$ cat src/rtl/hazard_control_unit_if.sv
// Hazard-control bus: pipeline-side register/handshake observations in,
// per-stage enables, flushes, forward selects and performance status out.
interface hazard_control_unit_if #(
   parameter int CNT_W = 16
);
   logic [4:0]       id_rs1;
   logic [4:0]       id_rs2;
   logic             id_use_rs1;
   logic             id_use_rs2;
   logic [4:0]       ex_rs1;
   logic [4:0]       ex_rs2;
   logic [4:0]       idex_rd;
   logic             idex_mem_read;
   logic [4:0]       exmem_rd;
   logic             exmem_reg_write;
   logic [4:0]       memwb_rd;
   logic             memwb_reg_write;
   logic             ex_branch_taken;
   logic             mem_req;
   logic             mem_ready;
   logic             pc_en;
   logic             ifid_en;
   logic             idex_en;
   logic             exmem_en;
   logic             memwb_en;
   logic             ifid_flush;
   logic             idex_flush;
   logic [1:0]       fwd_a;
   logic [1:0]       fwd_b;
   logic [CNT_W-1:0] stall_cycles;
   logic [CNT_W-1:0] flush_count;
   logic             mem_timeout;

   modport master (
      output id_rs1, id_rs2, id_use_rs1, id_use_rs2, ex_rs1, ex_rs2,
             idex_rd, idex_mem_read, exmem_rd, exmem_reg_write,
             memwb_rd, memwb_reg_write, ex_branch_taken, mem_req, mem_ready,
      input  pc_en, ifid_en, idex_en, exmem_en, memwb_en, ifid_flush,
             idex_flush, fwd_a, fwd_b, stall_cycles, flush_count, mem_timeout
   );

   modport slave (
      input  id_rs1, id_rs2, id_use_rs1, id_use_rs2, ex_rs1, ex_rs2,
             idex_rd, idex_mem_read, exmem_rd, exmem_reg_write,
             memwb_rd, memwb_reg_write, ex_branch_taken, mem_req, mem_ready,
      output pc_en, ifid_en, idex_en, exmem_en, memwb_en, ifid_flush,
             idex_flush, fwd_a, fwd_b, stall_cycles, flush_count, mem_timeout
   );
endinterface

$ cat src/rtl/hazard_control_unit.sv
// Stall/flush/forwarding controller for a 5-stage RISC-V pipeline, with
// saturating stall/flush counters and a sticky data-memory timeout flag.
module hazard_control_unit #(
   parameter int MEM_TIMEOUT = 64,
   parameter int CNT_W       = 16
) (
   input logic                   clk,
   input logic                   rst,
   hazard_control_unit_if.slave  bus
);
   typedef enum logic [0:0] {
      RUN      = 1'b0,
      MEM_WAIT = 1'b1
   } state_t;

   localparam logic [7:0]       TIMEOUT_M1 = 8'(MEM_TIMEOUT - 1);
   localparam logic [7:0]       WAIT_MAX   = 8'hFF;
   localparam logic [CNT_W-1:0] CNT_MAX    = {CNT_W{1'b1}};
   localparam logic [CNT_W-1:0] CNT_ONE    = {{(CNT_W-1){1'b0}}, 1'b1};

   state_t           state_r;
   logic [7:0]       wait_cnt_r;
   logic [CNT_W-1:0] stall_cycles_r;
   logic [CNT_W-1:0] flush_count_r;
   logic             mem_timeout_r;

   logic       freeze_s;
   logic       load_use_s;
   logic       branch_s;
   logic       pc_en_s;
   logic       ifid_en_s;
   logic       idex_en_s;
   logic       exmem_en_s;
   logic       memwb_en_s;
   logic       ifid_flush_s;
   logic       idex_flush_s;
   logic [1:0] fwd_a_s;
   logic [1:0] fwd_b_s;

   // EX/MEM result is younger than MEM/WB, so it wins when both match.
   function automatic logic [1:0] fwd_sel(
      input logic [4:0] rs,
      input logic [4:0] exmem_rd,
      input logic       exmem_wr,
      input logic [4:0] memwb_rd,
      input logic       memwb_wr
   );
      logic [1:0] sel;
      if (exmem_wr && (exmem_rd != 5'd0) && (exmem_rd == rs)) begin
         sel = 2'b10;
      end else if (memwb_wr && (memwb_rd != 5'd0) && (memwb_rd == rs)) begin
         sel = 2'b01;
      end else begin
         sel = 2'b00;
      end
      return sel;
   endfunction

   // Hazard condition decode from the current pipeline contents.
   always_comb begin
      freeze_s   = bus.mem_req & ~bus.mem_ready;
      load_use_s = bus.idex_mem_read & (bus.idex_rd != 5'd0) &
                   ((bus.id_use_rs1 & (bus.id_rs1 == bus.idex_rd)) |
                    (bus.id_use_rs2 & (bus.id_rs2 == bus.idex_rd)));
      branch_s   = bus.ex_branch_taken;
   end

   // Prioritised enable/flush generation; a frozen pipeline keeps pending hazards intact.
   always_comb begin
      pc_en_s      = 1'b1;
      ifid_en_s    = 1'b1;
      idex_en_s    = 1'b1;
      exmem_en_s   = 1'b1;
      memwb_en_s   = 1'b1;
      ifid_flush_s = 1'b0;
      idex_flush_s = 1'b0;
      fwd_a_s      = 2'b00;
      fwd_b_s      = 2'b00;
      if (rst) begin
         pc_en_s      = 1'b0;
         ifid_en_s    = 1'b0;
         idex_en_s    = 1'b0;
         exmem_en_s   = 1'b0;
         memwb_en_s   = 1'b0;
         ifid_flush_s = 1'b1;
         idex_flush_s = 1'b1;
      end else begin
         fwd_a_s = fwd_sel(bus.ex_rs1, bus.exmem_rd, bus.exmem_reg_write,
                           bus.memwb_rd, bus.memwb_reg_write);
         fwd_b_s = fwd_sel(bus.ex_rs2, bus.exmem_rd, bus.exmem_reg_write,
                           bus.memwb_rd, bus.memwb_reg_write);
         if (freeze_s) begin
            pc_en_s    = 1'b0;
            ifid_en_s  = 1'b0;
            idex_en_s  = 1'b0;
            exmem_en_s = 1'b0;
            memwb_en_s = 1'b0;
         end else if (branch_s) begin
            ifid_flush_s = 1'b1;
            idex_flush_s = 1'b1;
         end else if (load_use_s) begin
            pc_en_s      = 1'b0;
            ifid_en_s    = 1'b0;
            idex_flush_s = 1'b1;
         end else begin
            pc_en_s = 1'b1;
         end
      end
   end

   // Memory-wait FSM, timeout detection and saturating performance counters.
   always_ff @(posedge clk) begin
      if (rst) begin
         state_r        <= RUN;
         wait_cnt_r     <= 8'd0;
         stall_cycles_r <= {CNT_W{1'b0}};
         flush_count_r  <= {CNT_W{1'b0}};
         mem_timeout_r  <= 1'b0;
      end else begin
         case (state_r)
            RUN: begin
               if (freeze_s) begin
                  state_r    <= MEM_WAIT;
                  wait_cnt_r <= 8'd1;
               end else begin
                  state_r    <= RUN;
                  wait_cnt_r <= 8'd0;
               end
            end
            MEM_WAIT: begin
               if (freeze_s) begin
                  state_r <= MEM_WAIT;
                  if (wait_cnt_r != WAIT_MAX) begin
                     wait_cnt_r <= wait_cnt_r + 8'd1;
                  end else begin
                     wait_cnt_r <= wait_cnt_r;
                  end
                  if (wait_cnt_r == TIMEOUT_M1) begin
                     mem_timeout_r <= 1'b1;
                  end else begin
                     mem_timeout_r <= mem_timeout_r;
                  end
               end else begin
                  // Either the access completed or the request was withdrawn.
                  state_r    <= RUN;
                  wait_cnt_r <= 8'd0;
               end
            end
            default: begin
               state_r    <= RUN;
               wait_cnt_r <= 8'd0;
            end
         endcase

         if (!pc_en_s && (stall_cycles_r != CNT_MAX)) begin
            stall_cycles_r <= stall_cycles_r + CNT_ONE;
         end else begin
            stall_cycles_r <= stall_cycles_r;
         end

         if (branch_s && !freeze_s && (flush_count_r != CNT_MAX)) begin
            flush_count_r <= flush_count_r + CNT_ONE;
         end else begin
            flush_count_r <= flush_count_r;
         end
      end
   end

   assign bus.pc_en        = pc_en_s;
   assign bus.ifid_en      = ifid_en_s;
   assign bus.idex_en      = idex_en_s;
   assign bus.exmem_en     = exmem_en_s;
   assign bus.memwb_en     = memwb_en_s;
   assign bus.ifid_flush   = ifid_flush_s;
   assign bus.idex_flush   = idex_flush_s;
   assign bus.fwd_a        = fwd_a_s;
   assign bus.fwd_b        = fwd_b_s;
   assign bus.stall_cycles = stall_cycles_r;
   assign bus.flush_count  = flush_count_r;
   assign bus.mem_timeout  = mem_timeout_r;
endmodule
$ cat src/flat_wrapper.sv
// flat-port wrapper written by rule: the top's interface ports become plain ports
module hazard_control_unit_flat 
#(
   parameter int MEM_TIMEOUT = 64,
   parameter int CNT_W       = 16
)
  (clk, rst, bus_id_rs1, bus_id_rs2, bus_id_use_rs1, bus_id_use_rs2, bus_ex_rs1, bus_ex_rs2, bus_idex_rd, bus_idex_mem_read, bus_exmem_rd, bus_exmem_reg_write, bus_memwb_rd, bus_memwb_reg_write, bus_ex_branch_taken, bus_mem_req, bus_mem_ready, bus_pc_en, bus_ifid_en, bus_idex_en, bus_exmem_en, bus_memwb_en, bus_ifid_flush, bus_idex_flush, bus_fwd_a, bus_fwd_b, bus_stall_cycles, bus_flush_count, bus_mem_timeout);
  hazard_control_unit_if #(.CNT_W(CNT_W)) bus_i ();
  input logic clk;
  input logic rst;
  input wire logic [$bits(bus_i.id_rs1)-1:0] bus_id_rs1;
  input wire logic [$bits(bus_i.id_rs2)-1:0] bus_id_rs2;
  input wire logic [$bits(bus_i.id_use_rs1)-1:0] bus_id_use_rs1;
  input wire logic [$bits(bus_i.id_use_rs2)-1:0] bus_id_use_rs2;
  input wire logic [$bits(bus_i.ex_rs1)-1:0] bus_ex_rs1;
  input wire logic [$bits(bus_i.ex_rs2)-1:0] bus_ex_rs2;
  input wire logic [$bits(bus_i.idex_rd)-1:0] bus_idex_rd;
  input wire logic [$bits(bus_i.idex_mem_read)-1:0] bus_idex_mem_read;
  input wire logic [$bits(bus_i.exmem_rd)-1:0] bus_exmem_rd;
  input wire logic [$bits(bus_i.exmem_reg_write)-1:0] bus_exmem_reg_write;
  input wire logic [$bits(bus_i.memwb_rd)-1:0] bus_memwb_rd;
  input wire logic [$bits(bus_i.memwb_reg_write)-1:0] bus_memwb_reg_write;
  input wire logic [$bits(bus_i.ex_branch_taken)-1:0] bus_ex_branch_taken;
  input wire logic [$bits(bus_i.mem_req)-1:0] bus_mem_req;
  input wire logic [$bits(bus_i.mem_ready)-1:0] bus_mem_ready;
  output wire logic [$bits(bus_i.pc_en)-1:0] bus_pc_en;
  output wire logic [$bits(bus_i.ifid_en)-1:0] bus_ifid_en;
  output wire logic [$bits(bus_i.idex_en)-1:0] bus_idex_en;
  output wire logic [$bits(bus_i.exmem_en)-1:0] bus_exmem_en;
  output wire logic [$bits(bus_i.memwb_en)-1:0] bus_memwb_en;
  output wire logic [$bits(bus_i.ifid_flush)-1:0] bus_ifid_flush;
  output wire logic [$bits(bus_i.idex_flush)-1:0] bus_idex_flush;
  output wire logic [$bits(bus_i.fwd_a)-1:0] bus_fwd_a;
  output wire logic [$bits(bus_i.fwd_b)-1:0] bus_fwd_b;
  output wire logic [$bits(bus_i.stall_cycles)-1:0] bus_stall_cycles;
  output wire logic [$bits(bus_i.flush_count)-1:0] bus_flush_count;
  output wire logic [$bits(bus_i.mem_timeout)-1:0] bus_mem_timeout;
  assign bus_i.id_rs1 = bus_id_rs1;
  assign bus_i.id_rs2 = bus_id_rs2;
  assign bus_i.id_use_rs1 = bus_id_use_rs1;
  assign bus_i.id_use_rs2 = bus_id_use_rs2;
  assign bus_i.ex_rs1 = bus_ex_rs1;
  assign bus_i.ex_rs2 = bus_ex_rs2;
  assign bus_i.idex_rd = bus_idex_rd;
  assign bus_i.idex_mem_read = bus_idex_mem_read;
  assign bus_i.exmem_rd = bus_exmem_rd;
  assign bus_i.exmem_reg_write = bus_exmem_reg_write;
  assign bus_i.memwb_rd = bus_memwb_rd;
  assign bus_i.memwb_reg_write = bus_memwb_reg_write;
  assign bus_i.ex_branch_taken = bus_ex_branch_taken;
  assign bus_i.mem_req = bus_mem_req;
  assign bus_i.mem_ready = bus_mem_ready;
  assign bus_pc_en = bus_i.pc_en;
  assign bus_ifid_en = bus_i.ifid_en;
  assign bus_idex_en = bus_i.idex_en;
  assign bus_exmem_en = bus_i.exmem_en;
  assign bus_memwb_en = bus_i.memwb_en;
  assign bus_ifid_flush = bus_i.ifid_flush;
  assign bus_idex_flush = bus_i.idex_flush;
  assign bus_fwd_a = bus_i.fwd_a;
  assign bus_fwd_b = bus_i.fwd_b;
  assign bus_stall_cycles = bus_i.stall_cycles;
  assign bus_flush_count = bus_i.flush_count;
  assign bus_mem_timeout = bus_i.mem_timeout;
  hazard_control_unit #(.MEM_TIMEOUT(MEM_TIMEOUT), .CNT_W(CNT_W)) u_core (.clk(clk), .rst(rst), .bus(bus_i));
endmodule
$ cat config.mk
export PLATFORM = sky130hd
export DESIGN_NAME = hazard_control_unit_flat
export DESIGN_NICKNAME = d
export VERILOG_FILES = /design/src/rtl/hazard_control_unit_if.sv /design/src/rtl/hazard_control_unit.sv /design/src/flat_wrapper.sv
export SDC_FILE = /design/constraint.sdc
export NUM_CORES = 1
export LEC_CHECK = 0
export CORE_MARGIN = 2
export CORE_UTILIZATION = 40
export DETAILED_ROUTE_END_ITERATION = 12
export MAX_ROUTING_LAYER = met4
export PLACE_DENSITY_LB_ADDON = 0.3
export SLEW_MARGIN = 25
export SYNTH_ARGS = -nofsm -noshare
export SYNTH_HDL_FRONTEND = slang
export SYNTH_SLANG_ARGS = --single-unit
$ cat constraint.sdc
create_clock -name clk -period 5.4 [get_ports clk]
set_clock_uncertainty 0.15 [all_clocks]
set_input_delay 0.81 -clock clk [delete_from_list [all_inputs] [get_ports clk]]
set_output_delay 0.81 -clock clk [all_outputs]
set_load 0.005 [all_outputs]
==> results.yml <==
setup_path:
  worstSetupStartpointType: "input pin"
  required_ns: 4.44
  reg2reg_slack_ns: 2.80
  path_cells: "clkdlybuf4s50_1 -> or4_1 -> o21ai_1 -> nor3_1 -> nor4_1 -> clkdlybuf4s50_1"
  cp_slowest_cell: "clkdlybuf4s50_1"
  r2r-start: "u_core.bus.stall_cycles[6]"
  crit_top_cell: "clkdlybuf4s50_1"
  crit_type: "input pin to output pin"
  cp.arrival_ns: 3.08
  worstRegToRegCells: 6
  reg2reg_to: "u_core.bus.stall_cycles[11]"
  crit_path_max_incr_delay_ns: 0.56
  end_kind: "output pin"
  path_max_fanout: 4
sta:
  max_freq_mhz: 247
  finalHoldViolCount: 0
  post-route-period-util_pct: 74.9
  slew-limit-headroom_pct: 57.6
  tns_ns: 0
  slew_viol_final: 0
  setup_ws_ns: 1.36
  tightest_slew_ns: 0.635
  finalSetupViolations: 0
  rsz0062_at_grt: "false"
  post-route-min-period_ns: 4.04
global_routing:
  grt_pass1_wl_mm: 9.26
  grt_max_degree: 43
  grt.overflow.total: 0
  track_usage_pct: 17.8
  grt_pass1_vias: 2195
  antenna_found_initial: 0
finish:
  final_common_cell: "clkdlybuf4s50_1"
  stdcell_count: 453
  drive_gt1_share_pct: 4.76
  area_growth_pct: 41.4
  final-seq-area_sq_um: 841
  fillers: 540
  num_antenna_cells: 0
  final_cell_mix: "clkdlybuf4s50_1, dfxtp_1, nor2_1"
  postLayoutCellArea_sq_um: 3460
  multiInputGateArea_sq_um: 1530
  fin_nets: 425
routing:
  wl_mm: 5.78
  drt_iter0_markers: 117
  drc_errors: 0
  vias: 2375
  wl_per_cell_um: 12.8
  ant_nets: 0
  vias_per_cell: 5.24
  dr.pass1.iters: 4
floorplanning:
  die_x_um: 82.2
  die_area_sq_um: 6760
  io_pins: 89
  std_cell_rows: 28
  design.core.area_sq_um: 5920
  die_h_um: 82.2
  start_util_pct: 41.3
synth:
  synth_warnings: 0
  ys_seq_area_share_pct: 34.4
  ys_ff_latch: 42
  synth_cells: 292
  synth.distinct_cells: 43
  syn_area_per_cell_sq_um: 8.38
  synth_area_sq_um: 2450
  syn-num-nets: 340
clock_tree:
  cts_tree: "yes"
  clockBufferDepth: 2
  cts_hold_buf: 0
  h-tree-depth: 2
  cts_root_buffer: "clkbuf_8"
  cts-resized-gates: 0
  cts_buffers: 5
  cts_setup_buffers: 0
  cts.clk_slew.worst_paths_ns: 0.08
  cts.sinks: 42
  clk_latency_ns: 0.29
power_and_ir_drop:
  p_leak_nw: 1.17
  pwr_density_cell_nw_per_um2: 184
  peakVddDrop_mv: 0.110
worst_hold_path:
  whs_path_depth: 1
  hold_start: "u_core.state_r"
  min_to: "u_core.wait_cnt_r[0]"
  holdCritPathClass: "register to register"
place:
  globalplace.congestion: 0.862
  place_ws_ns: 1.37
  port_buffers: 88
  dp.cells: 445
  placed_cell_area_sq_um: 3360
  dp_hpwl_mm: 4.43
status:
  status: "complete, no violations"
flow_run:
  maxCapViolCount: 0
==> state kept, by name, summed over array words and instances, names as in the netlist <==
name	count
u_core.bus.flush_count	16
u_core.bus.mem_timeout	1
u_core.bus.stall_cycles	16
u_core.state_r	1
u_core.wait_cnt_r	8
==> final cells by class <==
cell class / instances / share of cell area, %
tap: 75 / 2.71
sequential: 42 / 24.3
clock inverter: 2 / 0.362
clock buffer: 6 / 2.39
inverter: 3 / 0.325
timing repair buffer: 89 / 25.7
multi-input combinational: 236 / 44.2
==> worst max-delay path by stage <==
stage	slack, ns	from	to
floorplan	2.50	bus_exmem_rd[0]	bus_fwd_a[0]
CTS	1.36	bus_exmem_rd[3]	bus_fwd_a[0]
global placement	1.40	bus_exmem_rd[0]	bus_fwd_a[0]
detailed placement	1.37	bus_exmem_rd[3]	bus_fwd_b[0]
finish	1.36	bus_exmem_rd[3]	bus_fwd_b[0]
global route	1.21	bus_exmem_rd[3]	bus_fwd_b[0]
==> synthesized netlist by cell type, drive strengths merged <==
cell    number  share of area, %
or2          1              0.26
o31ai        3              0.92
o21bai       1              0.31
xnor2       24               8.6
buf          6               1.8
clkbuf       5              0.77
nor2        41               6.3
ha           3               1.5
o21a         1              0.31
and2         2              0.51
nor2b        6               1.5
o41ai        1              0.36
a211oi       1              0.31
mux2         4               2.1
or3          6               1.5
o22ai        1              0.26
nor3b        1              0.31
and3         9               2.3
nor4         7               1.8
a21oi       13               3.1
o21ai       10               2.2
nand2       18               2.8
inv          3              0.46
nand4       15               4.1
nand3       17               3.5
or4b         1              0.41
nand2b       3              0.77
a21boi       1              0.31
mux2i        3               1.2
nor3         5               1.4
xor2        27               9.7
or4          8               2.5
and4         1              0.36
dfxtp       42                34
a31oi        2               1.0
==> power breakdown <==
part / leakage (nW) / switching, mW / internal (mW)
registers: 0.339 / 0.00524 / 0.314
clock network: 0.0472 / 0.106 / 0.103
logic: 0.788 / 0.0454 / 0.0639
==> cells by family (layout without fill, tap and decap cells) <==
| group | count (synthesis) | count (layout) | synth area share [%] |
|---|---|---|---|
| AOI/OAI and AO/OA | 34 | 34 | 9.11 |
| xor gates and xnor gates | 51 | 51 | 18.3 |
| adders and majority gates | 3 | 3 | 1.53 |
| buffers and inverters | 14 | 100 | 3.07 |
| DFF | 42 | 42 | 34.4 |
| muxes | 7 | 7 | 3.38 |
| and+or+nand+nor | 141 | 141 | 30.3 |
==> critical path: cells and delay by family <==
| kind | cells | cell delay, ns |
|---|---|---|
| compound gates | 1 | 0.26 |
| buf+inv | 2 | 1.03 |
| simple gates | 3 | 0.98 |
==> through the flow <==
step           hold WS (ns)  util (%)  total power [mW]
2_1_floorplan         0.281         -             0.375
3_3_place_gp          0.297      56.8             0.434
3_5_place_dp          0.305      56.8             0.436
4_1_cts               0.317      58.4             0.646
5_1_grt               0.339      58.4             0.669
6_report              0.316      58.4             0.637
==> layer usage <==
metal	share of wire, %	up-vias	track usage (%)
li1	-	1201	-
met1	43	1080	19.9
met2	46	81	30.3
met3	8.0	13	4.57
met4	2.4	0	7.33
met5	0	-	-
(Power assumes the default switching activity.)
